**config.mk**
```make
export PLATFORM = sky130hd
export DESIGN_NAME = pipeline_hazard_ctrl
export DESIGN_NICKNAME = d
export VERILOG_FILES = /design/src/rtl/pipeline_hazard_ctrl_pkg.sv /design/src/rtl/pipeline_hazard_ctrl_mem_handshake_fsm.sv /design/src/rtl/pipeline_hazard_ctrl.sv
export SDC_FILE = /design/constraint.sdc
export NUM_CORES = 1
export LEC_CHECK = 0
export ABC_CLOCK_PERIOD_IN_PS = 1700
export CAP_MARGIN = 20
export CELL_PAD_IN_SITES_DETAIL_PLACEMENT = 1
export CELL_PAD_IN_SITES_GLOBAL_PLACEMENT = 2
export CORE_MARGIN = 2
export CORE_UTILIZATION = 21
export CTS_CLUSTER_DIAMETER = 60
export DETAILED_ROUTE_END_ITERATION = 8
export PLACE_DENSITY_LB_ADDON = 0.1
export SLEW_MARGIN = 10
export SYNTH_ARGS = -nofsm -noshare
export SYNTH_HDL_FRONTEND = slang
export SYNTH_SLANG_ARGS = --single-unit
```
**constraint.sdc**
```tcl
create_clock -name clk_i -period 1.7 [get_ports clk_i]
set_clock_uncertainty 0.1 [all_clocks]
set_input_delay 0.34 -clock clk_i [delete_from_list [all_inputs] [get_ports clk_i]]
set_output_delay 0.34 -clock clk_i [all_outputs]
set_load 0.1 [all_outputs]
```
**src/rtl/pipeline_hazard_ctrl_pkg.sv**
```systemverilog
`default_nettype none
// ============================================================================
//  Module   : pipeline_hazard_ctrl_pkg
//  Purpose  : Shared constants for the pipeline stall/flush sequencer:
//             memory-handshake FSM state encodings and default parameter
//             values used by pipeline_hazard_ctrl and mem_handshake_fsm.
//  Ports    : none (package)
//  Revision : 1.0 - initial release
// ============================================================================
package pipeline_hazard_ctrl_pkg;

    // Memory handshake FSM state encodings
    localparam logic [1:0] c_ST_IDLE = 2'd0;
    localparam logic [1:0] c_ST_WAIT = 2'd1;
    localparam logic [1:0] c_ST_DONE = 2'd2;

    // Default parameter values
    localparam int unsigned c_REG_AW_DEF   = 5;
    localparam int unsigned c_MAX_WAIT_DEF = 255;

endpackage : pipeline_hazard_ctrl_pkg
`default_nettype wire

```
**src/rtl/pipeline_hazard_ctrl_mem_handshake_fsm.sv**
```systemverilog
`default_nettype none
// ============================================================================
//  Module   : mem_handshake_fsm
//  Purpose  : Owns the req/ack handshake with the data memory for the
//             instruction in MEM. Issues the request combinationally in the
//             cycle the access is seen in IDLE, holds it through WAIT until
//             ack (or timeout), then spends exactly one DONE cycle unstalled
//             so the pipeline advances and MEM/WB captures the data.
//  Ports    : i_clk       - clock, rising edge
//             i_rst_n     - asynchronous reset, active-low
//             i_start     - enable issuing of new requests
//             i_memRd     - MEM-stage instruction is a load
//             i_memWr     - MEM-stage instruction is a store
//             i_memAck    - one-cycle completion pulse from memory
//             o_memReq    - level request to memory
//             o_memStall  - freeze pipeline while the access is in flight
//             o_timeout   - sticky: an access exceeded MAX_WAIT WAIT cycles
//  Revision : 1.0 - initial release
// ============================================================================
module mem_handshake_fsm
    import pipeline_hazard_ctrl_pkg::*;
#(
    parameter int unsigned MAX_WAIT = c_MAX_WAIT_DEF
) (
    input  logic i_clk,
    input  logic i_rst_n,
    input  logic i_start,
    input  logic i_memRd,
    input  logic i_memWr,
    input  logic i_memAck,
    output logic o_memReq,
    output logic o_memStall,
    output logic o_timeout
);

    localparam int unsigned c_CNT_W = $clog2(MAX_WAIT + 1);

    logic [1:0]         r_state;
    logic [1:0]         w_stateNext;
    logic [c_CNT_W-1:0] r_waitCnt;
    logic [c_CNT_W-1:0] w_waitCntNext;
    logic [c_CNT_W-1:0] w_cntInc;
    logic               r_timeout;
    logic               w_timeoutNext;
    logic               w_memReq;
    logic               w_memStall;

    always_ff @(posedge i_clk or negedge i_rst_n) begin
        if (!i_rst_n) begin
            r_state   <= c_ST_IDLE;
            r_waitCnt <= '0;
            r_timeout <= 1'b0;
        end else begin
            r_state   <= w_stateNext;
            r_waitCnt <= w_waitCntNext;
            r_timeout <= w_timeoutNext;
        end
    end

    always_comb begin
        w_stateNext   = r_state;
        w_waitCntNext = r_waitCnt;
        w_timeoutNext = r_timeout;
        w_memReq      = 1'b0;
        w_memStall    = 1'b0;
        w_cntInc      = r_waitCnt + c_CNT_W'(1);

        case (r_state)
            c_ST_IDLE: begin
                // An ack seen here is ignored: no request is outstanding.
                if (i_start && (i_memRd || i_memWr)) begin
                    w_memReq      = 1'b1;
                    w_memStall    = 1'b1;
                    w_waitCntNext = '0;
                    w_stateNext   = c_ST_WAIT;
                end
            end
            c_ST_WAIT: begin
                // start is not consulted: an issued access always completes.
                w_memReq      = 1'b1;
                w_memStall    = 1'b1;
                w_waitCntNext = w_cntInc;
                if (i_memAck) begin
                    w_stateNext = c_ST_DONE;
                end else if (w_cntInc == c_CNT_W'(MAX_WAIT)) begin
                    // w_cntInc counts this WAIT cycle, so the timeout fires
                    // at the end of the MAX_WAIT-th WAIT cycle.
                    w_timeoutNext = 1'b1;
                    w_stateNext   = c_ST_DONE;
                end
            end
            c_ST_DONE: begin
                // Single unstalled cycle; the access is never re-issued here.
                w_waitCntNext = '0;
                w_stateNext   = c_ST_IDLE;
            end
            default: begin
                w_waitCntNext = '0;
                w_stateNext   = c_ST_IDLE;
            end
        endcase
    end

    // The IDLE issue path is combinational on the inputs, so it must also be
    // gated by reset to keep the request low while reset is held.
    assign o_memReq   = w_memReq   & i_rst_n;
    assign o_memStall = w_memStall & i_rst_n;
    assign o_timeout  = r_timeout;

endmodule : mem_handshake_fsm
`default_nettype wire

```
**src/rtl/pipeline_hazard_ctrl.sv**
```systemverilog
`default_nettype none
// ============================================================================
//  Module   : pipeline_hazard_ctrl
//  Purpose  : Central stall/flush sequencer for the 5-stage pipeline.
//             Combines the data-memory wait handshake, the load-use hazard
//             and taken-branch flush into per-stage controls, in priority
//             order: memory stall > load-use > branch flush.
//  Config   : HAZARD_STATS_EN - when defined, adds saturating counters
//             stall_cyc_o (cycles with PCWrite_o=0) and flush_cnt_o
//             (IfId_flush_o pulses).
//  Ports    : clk_i, rst_i (async, active-low)
//             start_i                       - pipeline enable for new requests
//             ExMem_MemRd_i/ExMem_MemWr_i   - MEM-stage load/store
//             mem_ack_i / mem_req_o         - data memory handshake
//             IdEx_MemRd_i, IdEx_Rd_i       - EX-stage load and destination
//             IfId_Rs1_i, IfId_Rs2_i        - ID-stage sources
//             branch_taken_i                - ID-stage branch taken
//             PCWrite_o, IfId_stall_o, IfId_flush_o, IdEx_bubble_o,
//             mem_stall_o                   - stage controls
//             timeout_o                     - sticky request timeout
//  Revision : 1.0 - initial release
// ============================================================================
module pipeline_hazard_ctrl
    import pipeline_hazard_ctrl_pkg::*;
#(
    parameter int unsigned MAX_WAIT = c_MAX_WAIT_DEF,
    parameter int unsigned REG_AW   = c_REG_AW_DEF
) (
    input  logic              clk_i,
    input  logic              rst_i,
    input  logic              start_i,
    input  logic              ExMem_MemRd_i,
    input  logic              ExMem_MemWr_i,
    input  logic              mem_ack_i,
    input  logic              IdEx_MemRd_i,
    input  logic [REG_AW-1:0] IdEx_Rd_i,
    input  logic [REG_AW-1:0] IfId_Rs1_i,
    input  logic [REG_AW-1:0] IfId_Rs2_i,
    input  logic              branch_taken_i,
    output logic              mem_req_o,
    output logic              PCWrite_o,
    output logic              IfId_stall_o,
    output logic              IfId_flush_o,
    output logic              IdEx_bubble_o,
    output logic              mem_stall_o,
    output logic              timeout_o
`ifdef HAZARD_STATS_EN
    ,
    output logic [31:0]       stall_cyc_o,
    output logic [15:0]       flush_cnt_o
`endif
);

    logic w_memStall;
    logic w_loadUse;

    mem_handshake_fsm #(
        .MAX_WAIT (MAX_WAIT)
    ) u_memFsm (
        .i_clk      (clk_i),
        .i_rst_n    (rst_i),
        .i_start    (start_i),
        .i_memRd    (ExMem_MemRd_i),
        .i_memWr    (ExMem_MemWr_i),
        .i_memAck   (mem_ack_i),
        .o_memReq   (mem_req_o),
        .o_memStall (w_memStall),
        .o_timeout  (timeout_o)
    );

    assign mem_stall_o = w_memStall;

    // x0 is hard-wired zero, so a load targeting it never creates a hazard.
    assign w_loadUse = IdEx_MemRd_i && (IdEx_Rd_i != '0) &&
                       ((IdEx_Rd_i == IfId_Rs1_i) || (IdEx_Rd_i == IfId_Rs2_i));

    always_comb begin
        PCWrite_o     = 1'b1;
        IfId_stall_o  = 1'b0;
        IfId_flush_o  = 1'b0;
        IdEx_bubble_o = 1'b0;
        if (rst_i) begin
            if (w_memStall) begin
                // Freeze everything; a pending load-use or branch waits.
                PCWrite_o    = 1'b0;
                IfId_stall_o = 1'b1;
            end else if (w_loadUse) begin
                // Branch in ID is held and re-evaluated next cycle.
                PCWrite_o     = 1'b0;
                IfId_stall_o  = 1'b1;
                IdEx_bubble_o = 1'b1;
            end else if (branch_taken_i) begin
                IfId_flush_o = 1'b1;
            end
        end
    end

`ifdef HAZARD_STATS_EN
    logic [31:0] r_stallCyc;
    logic [15:0] r_flushCnt;

    always_ff @(posedge clk_i or negedge rst_i) begin
        if (!rst_i) begin
            r_stallCyc <= '0;
            r_flushCnt <= '0;
        end else begin
            if (!PCWrite_o && (r_stallCyc != '1)) begin
                r_stallCyc <= r_stallCyc + 32'd1;
            end
            if (IfId_flush_o && (r_flushCnt != '1)) begin
                r_flushCnt <= r_flushCnt + 16'd1;
            end
        end
    end

    assign stall_cyc_o = r_stallCyc;
    assign flush_cnt_o = r_flushCnt;
`endif

endmodule : pipeline_hazard_ctrl
`default_nettype wire

```
Yosys cells after proc, flatten, opt, wreduce, memory -nomap -nowiden
Index checks and enable logic that the tools add are counted.
{"block": "word_totals", "reg_bits": 11, "inputBits": 23, "out_inout_bits": 7, "word_cells": 41}
{"block": "classes", "n_addsub": 1, "n_eq_ne": 6, "n_mux": 20, "n_bitwise": 2, "reduce_logical": 9}
{"operator": "one-hot mux 8 bit (2 select lines)", "n": 1}
{"operator": "two-way mux 1 bit", "n": 13}
{"operator": "equality test 5 bit", "n": 2}
{"operator": "adder 8 x 1 -> 8 bit, second input constant", "n": 1}
{"operator": "equality test 8 bit, second input constant", "n": 1}
{"operator": "two-way mux 8 bit", "n": 1}
{"operator": "two-way mux 2 bit", "n": 3}
{"operator": "nonzero test 5 bit", "n": 1}
{"operator": "one-hot mux 2 bit (2 select lines)", "n": 1}
{"operator": "logical AND 1 bit", "n": 3}
{"operator": "!= test 3 x 2 -> 1 bit, second input constant", "n": 1}
{"operator": "AND reduction 3 bit", "n": 1}
{"operator": "equality test 2 x 1 -> 1 bit, second input constant", "n": 1}
{"operator": "zero test 2 bit", "n": 1}
{"operator": "logical OR 1 bit", "n": 2}
{"operator": "!= test 2 x 1 -> 1 bit, second input constant", "n": 1}
{"operator": "one-hot mux 1 bit (2 select lines)", "n": 1}
{"operator": "AND reduction 2 bit", "n": 1}
{"operator": "bitwise AND 1 bit", "n": 1}
{"operator": "NOT 1 bit", "n": 1}

Depth between registers and ports, before layout
Gate-level depths: netlist of the first run.
{"block": "logic_depth", "ltp_word": 7, "depth_mapped": 6, "depth_no_buf": 6}

By module
Synthesis of the first run repeated with hierarchy kept, for this count alone.
{"block": "hier_totals", "cells_unflattened": 87, "hier_area_um2": 770.7}
{"mod": "mem_handshake_fsm", "n_inst": 1, "cells_each": 63, "area_per_inst_um2": 593.1, "seq_area_each_um2": 275.3}
{"mod": "pipeline_hazard_ctrl", "n_inst": 1, "cells_each": 24, "area_per_inst_um2": 177.7, "seq_area_each_um2": 0.0}

Worst setup path before layout of the first run
Ideal clock, no wire load.
{"block": "synth_timing", "path_kind": "input -> output", "startpoint": "input port ExMem_MemWr_i", "endpoint": "output port PCWrite_o", "arrival_time_ps": 4410, "required_ps": 1260, "setup_slack_ps": -3150, "path_stages": 4, "n_path_buf": 0, "path_cell_list": "o21a_1 nor2_1 nor3b_1 a31oi_1"}
{"block": "synth_between", "elab_chain_len": 7}
{"element": "start: declaration", "line_no": "pipeline_hazard_ctrl.sv:33", "text": "input logic ExMem_MemWr_i,"}
{"element": "logical OR 1 bit", "line_no": "pipeline_hazard_ctrl_mem_handshake_fsm.sv:71", "text": "if (i_start && (i_memRd || i_memWr)) begin"}
{"element": "logical AND 1 bit", "line_no": "pipeline_hazard_ctrl_mem_handshake_fsm.sv:71"}
{"element": "two-way mux 1 bit"}
{"element": "one-hot mux 1 bit (2 select lines)"}
{"element": "bitwise AND 1 bit"}
{"element": "named net mem_req_o", "line_no": "pipeline_hazard_ctrl.sv:40", "text": "output logic mem_req_o,"}
{"element": "two-way mux 1 bit", "line_no": "pipeline_hazard_ctrl.sv:83", "text": "if (w_memStall) begin"}
{"element": "two-way mux 1 bit", "line_no": "pipeline_hazard_ctrl.sv:82", "text": "if (rst_i) begin"}
{"element": "end: declaration", "line_no": "pipeline_hazard_ctrl.sv:41", "text": "output logic PCWrite_o,"}
The timed path passes the listed nets, and every way through them passes these cells.

Worst setup path after layout of the first run
{"block": "layout_timing", "startpoint": "input port IdEx_Rd_i[3]", "endpoint": "output port IfId_stall_o"}
{"block": "layout_between", "elab_chain_len": 6, "elab_cells_between_ends": 9, "cone_classes": "2 x eq/ne; 3 x mux; 4 x reduce/logical"}
{"element": "start: declaration", "line_no": "pipeline_hazard_ctrl.sv:36", "text": "input logic [REG_AW-1:0] IdEx_Rd_i,"}
{"element": "equality test 5 bit or nonzero test 5 bit (tied branches)", "line_no": "pipeline_hazard_ctrl.sv:75, pipeline_hazard_ctrl.sv:74"}
{"element": "logical OR 1 bit or logical AND 1 bit (tied branches)", "line_no": "pipeline_hazard_ctrl.sv:75, pipeline_hazard_ctrl.sv:74"}
{"element": "logical AND 1 bit *", "line_no": "pipeline_hazard_ctrl.sv:74", "text": "assign w_loadUse = IdEx_MemRd_i && (IdEx_Rd_i != '0) &&"}
{"element": "two-way mux 1 bit *", "line_no": "pipeline_hazard_ctrl.sv:87", "text": "end else if (w_loadUse) begin"}
{"element": "two-way mux 1 bit *", "line_no": "pipeline_hazard_ctrl.sv:83"}
{"element": "two-way mux 1 bit *", "line_no": "pipeline_hazard_ctrl.sv:82"}
{"element": "end: declaration", "line_no": "pipeline_hazard_ctrl.sv:42", "text": "output logic IfId_stall_o,"}
Every way passes the cells marked *; elsewhere a longest branch is shown, timed or not.

==> results.txt, run 1 <==
DRC viols -> 0
Io pins -> 30
PortBufs -> 29
FF+latch count, synth -> 11
WP data required -> 1260 ps
RSZ-0062 raised after global routing -> yes
Post-CTS Setup Bufs -> 0
Flop2flop setup slack -> 160 ps
Wirelength per Cell -> 13.3 µm
Share of layout cells above drive strength 1 -> 35.3%
Clock power share -> 17.8%
Power Dens Cells -> 756 nW/µm²
Initial drt markers -> 27
Max stage delay cell, worst path -> or4_4
Routed Antenna Nets -> 0
Die width -> 64.3 µm
P_int -> 0.000628 W
Cts bufs inserted -> 3
Layout area overhead -> 83.8%
Vias in the first global route -> 881
Final Hold Viols -> 0
Pin slew with the least headroom to its limit -> 294 ps
Commonest non-fill, non-tap cells in the layout -> buf_4 (15), xnor2_1 (13), dlygate4sd2_1 (12)
Worst EP arrival -> 1590 ps
Critical path launch point type -> input port
DPL Wire Length -> 1910 µm
Core ar. -> 3420 µm²
Slew Viols, Final -> 0
Synth Area per Inst -> 8.58 µm²
Synth warn -> 0
Drt total wl -> 2420 µm
Rows -> 21
H-tree depth -> 1
Net Count, Synth -> 114
Reg power frac -> 30.9%
Placer congestion estimate -> 0.681
CP max FO -> 4
Hold WS -> 136 ps
GRT Overall Usage -> 13.3%
CTS tree -> built
Synth Flop Type -> dfrtp_1
CP Cell Sequence -> buf_6, or4_4, o21a_4, a31o_4, buf_12
Hold Crit Class -> in2async
Die Ht -> 64.3 µm
Multiplexer share of the synthesized area -> 0%
Worst skew pair latency -> 280 ps
Grt total ovfl -> 0
Distinct cells, synth -> 26
Clock sink count -> 11
Max Freq -> 492 MHz
Worst vdd ir -> 0.401 mV
Status -> finished with violations
Max-Cap Viols -> 0
Initial core utilization -> 22.3%
Clock slew at reported path FFs -> 80 ps
Vias per cell -> 4.62
Die area -> 4130 µm²
Setup CP Type -> in2out
Final worst path period need -> 2030 ps
Synth Cell Area -> 763 µm²
Final #Nets -> 162
Max clock buf depth -> 2
Post-synth EDFFs -> 0
Cells after synthesis -> 89
P_sw -> 0.000432 W
Pre-antenna DRT Iters -> 2
Critical Path Start -> IdEx_Rd_i[3]
Setup ws final -> -334 ps
Failing checks -> negative setup slack
Root buffer cell -> clkbuf_4
Simple-gate share of the synthesized area -> 19.2%
Slowest stage delay, CP -> 520 ps
Leakage power -> 0.573 nW
First-pass GRT wire length -> 4350 µm
CP endpoint kind -> primary output
RR Startpoint -> u_memFsm.r_waitCnt[0]
Initial antenna violation count -> 0
ANT cells -> 0
Most common cell after layout, fill and taps aside -> buf_4
Comb pwr share -> 51.3%
Main combinational cell family by area after synthesis -> compound AO/OA/AOI/OAI gates
Final Cycle Share -> 120%
Synth Area in Adders -> 3.28%
Register area share after synthesis -> 36.1%
Switching share of power -> 40.7%
Synth Area in Compound Gates -> 23.0%
Setup violators final -> 6
Post-synth ARST share -> 100%
Vias -> 840
CTS Hold Buffers Added -> 0
Largest net degree at the start of global routing -> 15
Slew margin rel. -> 80.3%
Xor/xnor share of the synthesized area -> 14.9%
DP Worst Slack -> -705 ps
[cell families after synthesis]
kind of cell,Yosys count
DFF,11
buffers and inverters,6
adders and majority gates,2
xor gates and xnor gates,13
and+or+nand+nor,30
AOI/OAI and AO/OA,27
[path summary, 6_finish.rpt]
path                                              end  depth (start not counted)
max in group asynchronous       u_memFsm.r_waitCnt[2]                          3
worst min register to register  u_memFsm.r_waitCnt[7]                          2
worst min-delay path               u_memFsm.o_timeout                          3
worst max register to register    u_memFsm.r_state[0]                          5
worst max-delay path                     IfId_stall_o                          5
min in group clk_i              u_memFsm.r_waitCnt[7]                          2
[through the flow]
| step | std cells | util [%] | total power [W] | TNS, ps | instance area (µm²) |
|---|---|---|---|---|---|
| after floorplan | 89 | - | 0.000629 | -3340 | 827 |
| after global placement | 178 | 39.6 | 0.000864 | -3800 | 1350 |
| after detailed placement | 178 | 39.6 | 0.000874 | -4000 | 1350 |
| after CTS | 182 | 39.9 | 0.00106 | -1610 | 1360 |
| after global routing | 182 | 41.1 | 0.00114 | -1710 | 1400 |
| final | 182 | 41.1 | 0.00106 | -1470 | 1400 |
[what timing repair did]
action                                 4_1_cts  5_1_grt
endpoints found under the hold margin        0        0
gates resized for setup                     36       13
pin swaps                                   19        9
setup endpoints to repair                    6       10
[flip-flops by register name (all words and copies together), names as in the netlist]
register / cells
u_memFsm.r_waitCnt: 8
u_memFsm.r_state: 2
u_memFsm.o_timeout: 1
[power by group through the flow]
stage               Clock [W]  Sequential, W  Combinational, W
global route         0.000215       0.000335          0.000593
global placement            0       0.000324          0.000539
detailed placement          0       0.000326          0.000548
finish               0.000189       0.000327          0.000544
CTS                  0.000199       0.000320          0.000541
floorplan                   0       0.000330          0.000299
[cells in the mapped netlist (2+ instances only)]
cell	n	share of area, %
nand2b_1	2	1.6
o21a_1	3	3.0
inv_1	3	1.5
nand3_1	4	2.6
o21ai_0	9	5.9
ha_1	2	3.3
and3_1	2	1.6
dfrtp_1	11	36
xnor2_1	13	15
o31ai_1	3	3.0
a21oi_1	2	1.3
nor3_1	4	2.6
o41ai_1	2	2.3
o211ai_1	2	2.0
nand2_1	9	4.4
a31oi_1	3	2.5
nor2_1	6	3.0
[worst max-delay path, delay by kind of cell]
family                 cells  cell delay, ps
buffers and inverters      2             250
and+or+nand+nor            1             520
AOI/OAI and AO/OA          2             480
[cell type report]
cell class | instances | area, µm²
multi-input combinational | 72 | 556
inverter | 3 | 11.3
tap | 46 | 57.6
fill | 396 | 2010
timing repair buffer | 46 | 473
sequential | 11 | 279
clock buffer | 4 | 26.3
[per-layer routing]
metal / track usage (%) / routed length (µm)
met5: 0 / 0
met3: 3.87 / 147
met4: 2.39 / 5
met1: 18.3 / 1170
met2: 20.7 / 1100
Power figures use the tool's default switching activity.
==> run 2, diff against run 1 <==
Settings changed: CELL_PAD_IN_SITES_DETAIL_PLACEMENT 1 to unset, CELL_PAD_IN_SITES_GLOBAL_PLACEMENT 2 to unset, CORE_UTILIZATION 21 to 38, PLACE_DENSITY set to 0.74, PLACE_DENSITY_LB_ADDON 0.1 to unset.
==> run 2 against run 1 <==
The run still ends with negative setup slack left. First-iteration DRC count down 63%. Register-to-register slack about the same. Die area down 42%. Critical path depth stayed put. Via count is 1.4% lower. Sequential cell count stayed put. Global-route usage rose by 6.5 points. Clock power decreased by 5%. Core utilization rose by 29 points. Clock-buffer cell count unchanged. Cell count fell by 10%. Setup slack better by 12 ps.
==> results.txt, run 2 (same netlist as run 1, synthesis figures left out) <==
Pin slew with the least headroom to its limit -> 547 ps (was 294 ps)
PortBufs -> 29 (unchanged)
Reg power frac -> 30.6% (was 30.9%)
Initial antenna violation count -> 0 (unchanged)
Pre-antenna DRT Iters -> 4 (was 2)
DRC viols -> 0 (unchanged)
Worst skew pair latency -> 270 ps (was 280 ps)
Max clock buf depth -> 2 (unchanged)
FILL cells -> 159 (was 396)
CP Cell Sequence -> buf_6, or4_4, o21a_4, a31o_4, buf_12 (unchanged)
Final Hold Viols -> 0 (unchanged)
DPL Wire Length -> 1710 µm (was 1910 µm)
WP data required -> 1260 ps (about the same)
Vias in the first global route -> 822 (was 881)
Met2 wire length -> 1060 µm (was 1100 µm)
Drt total wl -> 2120 µm (was 2420 µm)
Multi-input logic area -> 533 µm² (was 556 µm²)
P_int -> 0.000627 W (was 0.000628 W)
Share of layout cells above drive strength 1 -> 30.1% (was 35.3%)
Max Freq -> 494 MHz (was 492 MHz)
RR Startpoint -> u_memFsm.r_state[1] (was u_memFsm.r_waitCnt[0])
Met1 wire length -> 939 µm (was 1170 µm)
Hold WS -> 183 ps (was 136 ps)
Placer congestion estimate -> 0.764 (was 0.681)
Clock sink count -> 11 (unchanged)
Commonest non-fill, non-tap cells in the layout -> buf_4 (15), xnor2_1 (13), dlygate4sd2_1 (12) (unchanged)
Top routing layer used -> met4 (unchanged)
Cts bufs inserted -> 3 (unchanged)
Initial core utilization -> 39.7% (was 22.3%)
Placed cells -> 156 (was 178)
Final #Nets -> 162 (unchanged)
Core ar. -> 1920 µm² (was 3420 µm²)
Slowest stage delay, CP -> 520 ps (about the same)
Setup CP Type -> in2out (unchanged)
Max stage delay cell, worst path -> or4_4 (unchanged)
Largest net degree at the start of global routing -> 17 (was 15)
Worst EP arrival -> 1580 ps (was 1590 ps)
Power Dens Cells -> 770 nW/µm² (was 756 nW/µm²)
Max FFs per register -> 8 (unchanged)
R2R depth -> 4 (was 5)
Vias per cell -> 5.08 (was 4.62)
CP max FO -> 4 (unchanged)
Met3 Wirelength -> 80 µm (was 147 µm)
Leakage power -> 0.576 nW (was 0.573 nW)
Most common cell after layout, fill and taps aside -> buf_4 (unchanged)
Root buffer cell -> clkbuf_4 (unchanged)
Final Cycle Share -> 119% (was 120%)
Flop2flop setup slack -> 150 ps (was 160 ps)
Setup violators final -> 6 (unchanged)
Setup TNS -> -1600 ps (was -1470 ps)
RR Endpoint -> u_memFsm.r_waitCnt[6] (was u_memFsm.r_state[0])
First-pass GRT wire length -> 3620 µm (was 4350 µm)
Status -> finished with violations (unchanged)
CTS tree -> built (unchanged)
Routed Antenna Nets -> 0 (unchanged)
Critical path launch point type -> input port (unchanged)
Grt total ovfl -> 0 (unchanged)
Die Ht -> 48.8 µm (was 64.3 µm)
CTS Hold Buffers Added -> 0 (unchanged)
H-tree depth -> 1 (unchanged)
Max-Cap Viols -> 0 (unchanged)
Worst vdd ir -> 0.589 mV (was 0.401 mV)
P_sw -> 0.000414 W (was 0.000432 W)
Switching share of power -> 39.8% (was 40.7%)
Wirelength per Cell -> 13.0 µm (was 13.3 µm)
Slew Viols, Final -> 0 (unchanged)
Die width -> 48.8 µm (was 64.3 µm)
ANT cells -> 0 (unchanged)
Failing checks -> negative setup slack (unchanged)
Clock slew at reported path FFs -> 70 ps (was 80 ps)
Hold Crit Class -> in2async (unchanged)
Initial drt markers -> 10 (was 27)
Fin cells -> 163 (was 182)
Io pins -> 30 (unchanged)
Rows -> 16 (was 21)
Clock power share -> 17.2% (was 17.8%)
Vias -> 828 (was 840)
Layout area overhead -> 77.2% (was 83.8%)
Setup ws final -> -322 ps (was -334 ps)
RSZ-0062 raised after global routing -> yes (unchanged)
Final worst path period need -> 2020 ps (was 2030 ps)
Comb pwr share -> 52.2% (was 51.3%)
Slew margin rel. -> 63.5% (was 80.3%)
GRT Overall Usage -> 19.8% (was 13.3%)
Register area -> 275 µm² (was 279 µm²)
Top reg by flops -> u_memFsm.r_waitCnt (unchanged)
Die area -> 2380 µm² (was 4130 µm²)
CP endpoint kind -> primary output (unchanged)
run 2: cell counts in the layout (fill, tap and decap cells not counted):
No cell type changed its count.
run 2: worst max-delay path by stage:
| stage | startpoint | to | slack [ps] | depth (start not counted) |
|---|---|---|---|---|
| 2_1_floorplan | ExMem_MemWr_i | IdEx_bubble_o | -720 | 4 |
| 3_3_place_gp | IdEx_Rd_i[1] | IfId_stall_o | -680 | 5 |
| 3_5_place_dp | IdEx_Rd_i[2] | IfId_stall_o | -710 | 5 |
| 4_1_cts | IdEx_Rd_i[3] | IfId_stall_o | -350 | 5 |
| 5_1_grt | IdEx_Rd_i[3] | IfId_stall_o | -350 | 5 |
| 6_report | IdEx_Rd_i[3] | IfId_stall_o | -320 | 5 |
run 2: stage by stage:
stage	utilization [%]	power, W	area (µm²)	setup slack (ps)
after floorplan	-	0.000629	827	-717
after global routing	70.4	0.00110	1350	-350
after CTS	69.4	0.00104	1330	-348
after detailed placement	68.0	0.000858	1310	-705
after global placement	68.0	0.000842	1310	-679
final	70.4	0.00104	1350	-322
run 2: layout make-up:
type	instances	area share (%)
well taps	27	2.50
inverters	3	0.833
flip-flops and latches	11	20.4
multi-input cells	72	39.4
repair buffers	46	35.0
clock buffers	4	1.94
run 2: repair_timing:
action / in CTS / in global routing
pin swaps: 20 / 6
setup endpoints to repair: 6 / 8
buffers inserted: 1 / 2
resized for setup: 39 / 2
run 2: power groups by stage:
stage,clock network (W),registers [W],logic [W]
3_3_place_gp,0,0.000322,0.000519
4_1_cts,0.000190,0.000320,0.000530
3_5_place_dp,0,0.000325,0.000533
5_1_grt,0.000199,0.000321,0.000579
6_report,0.000179,0.000319,0.000543
2_1_floorplan,0,0.000330,0.000299
run 2: routing by layer:
metal	global-route usage (%)	vias up
li1	-	417
met1	23.9	383
met2	34.2	23
met3	3.68	5
met4	8.57	0
met5	0	-
run 2: critical path: cells and delay by family:
family | cells | cell delay, ps
buffers and inverters | 2 | 250
AND/OR/NAND/NOR | 1 | 520
AO/OA/AOI/OAI | 2 | 470
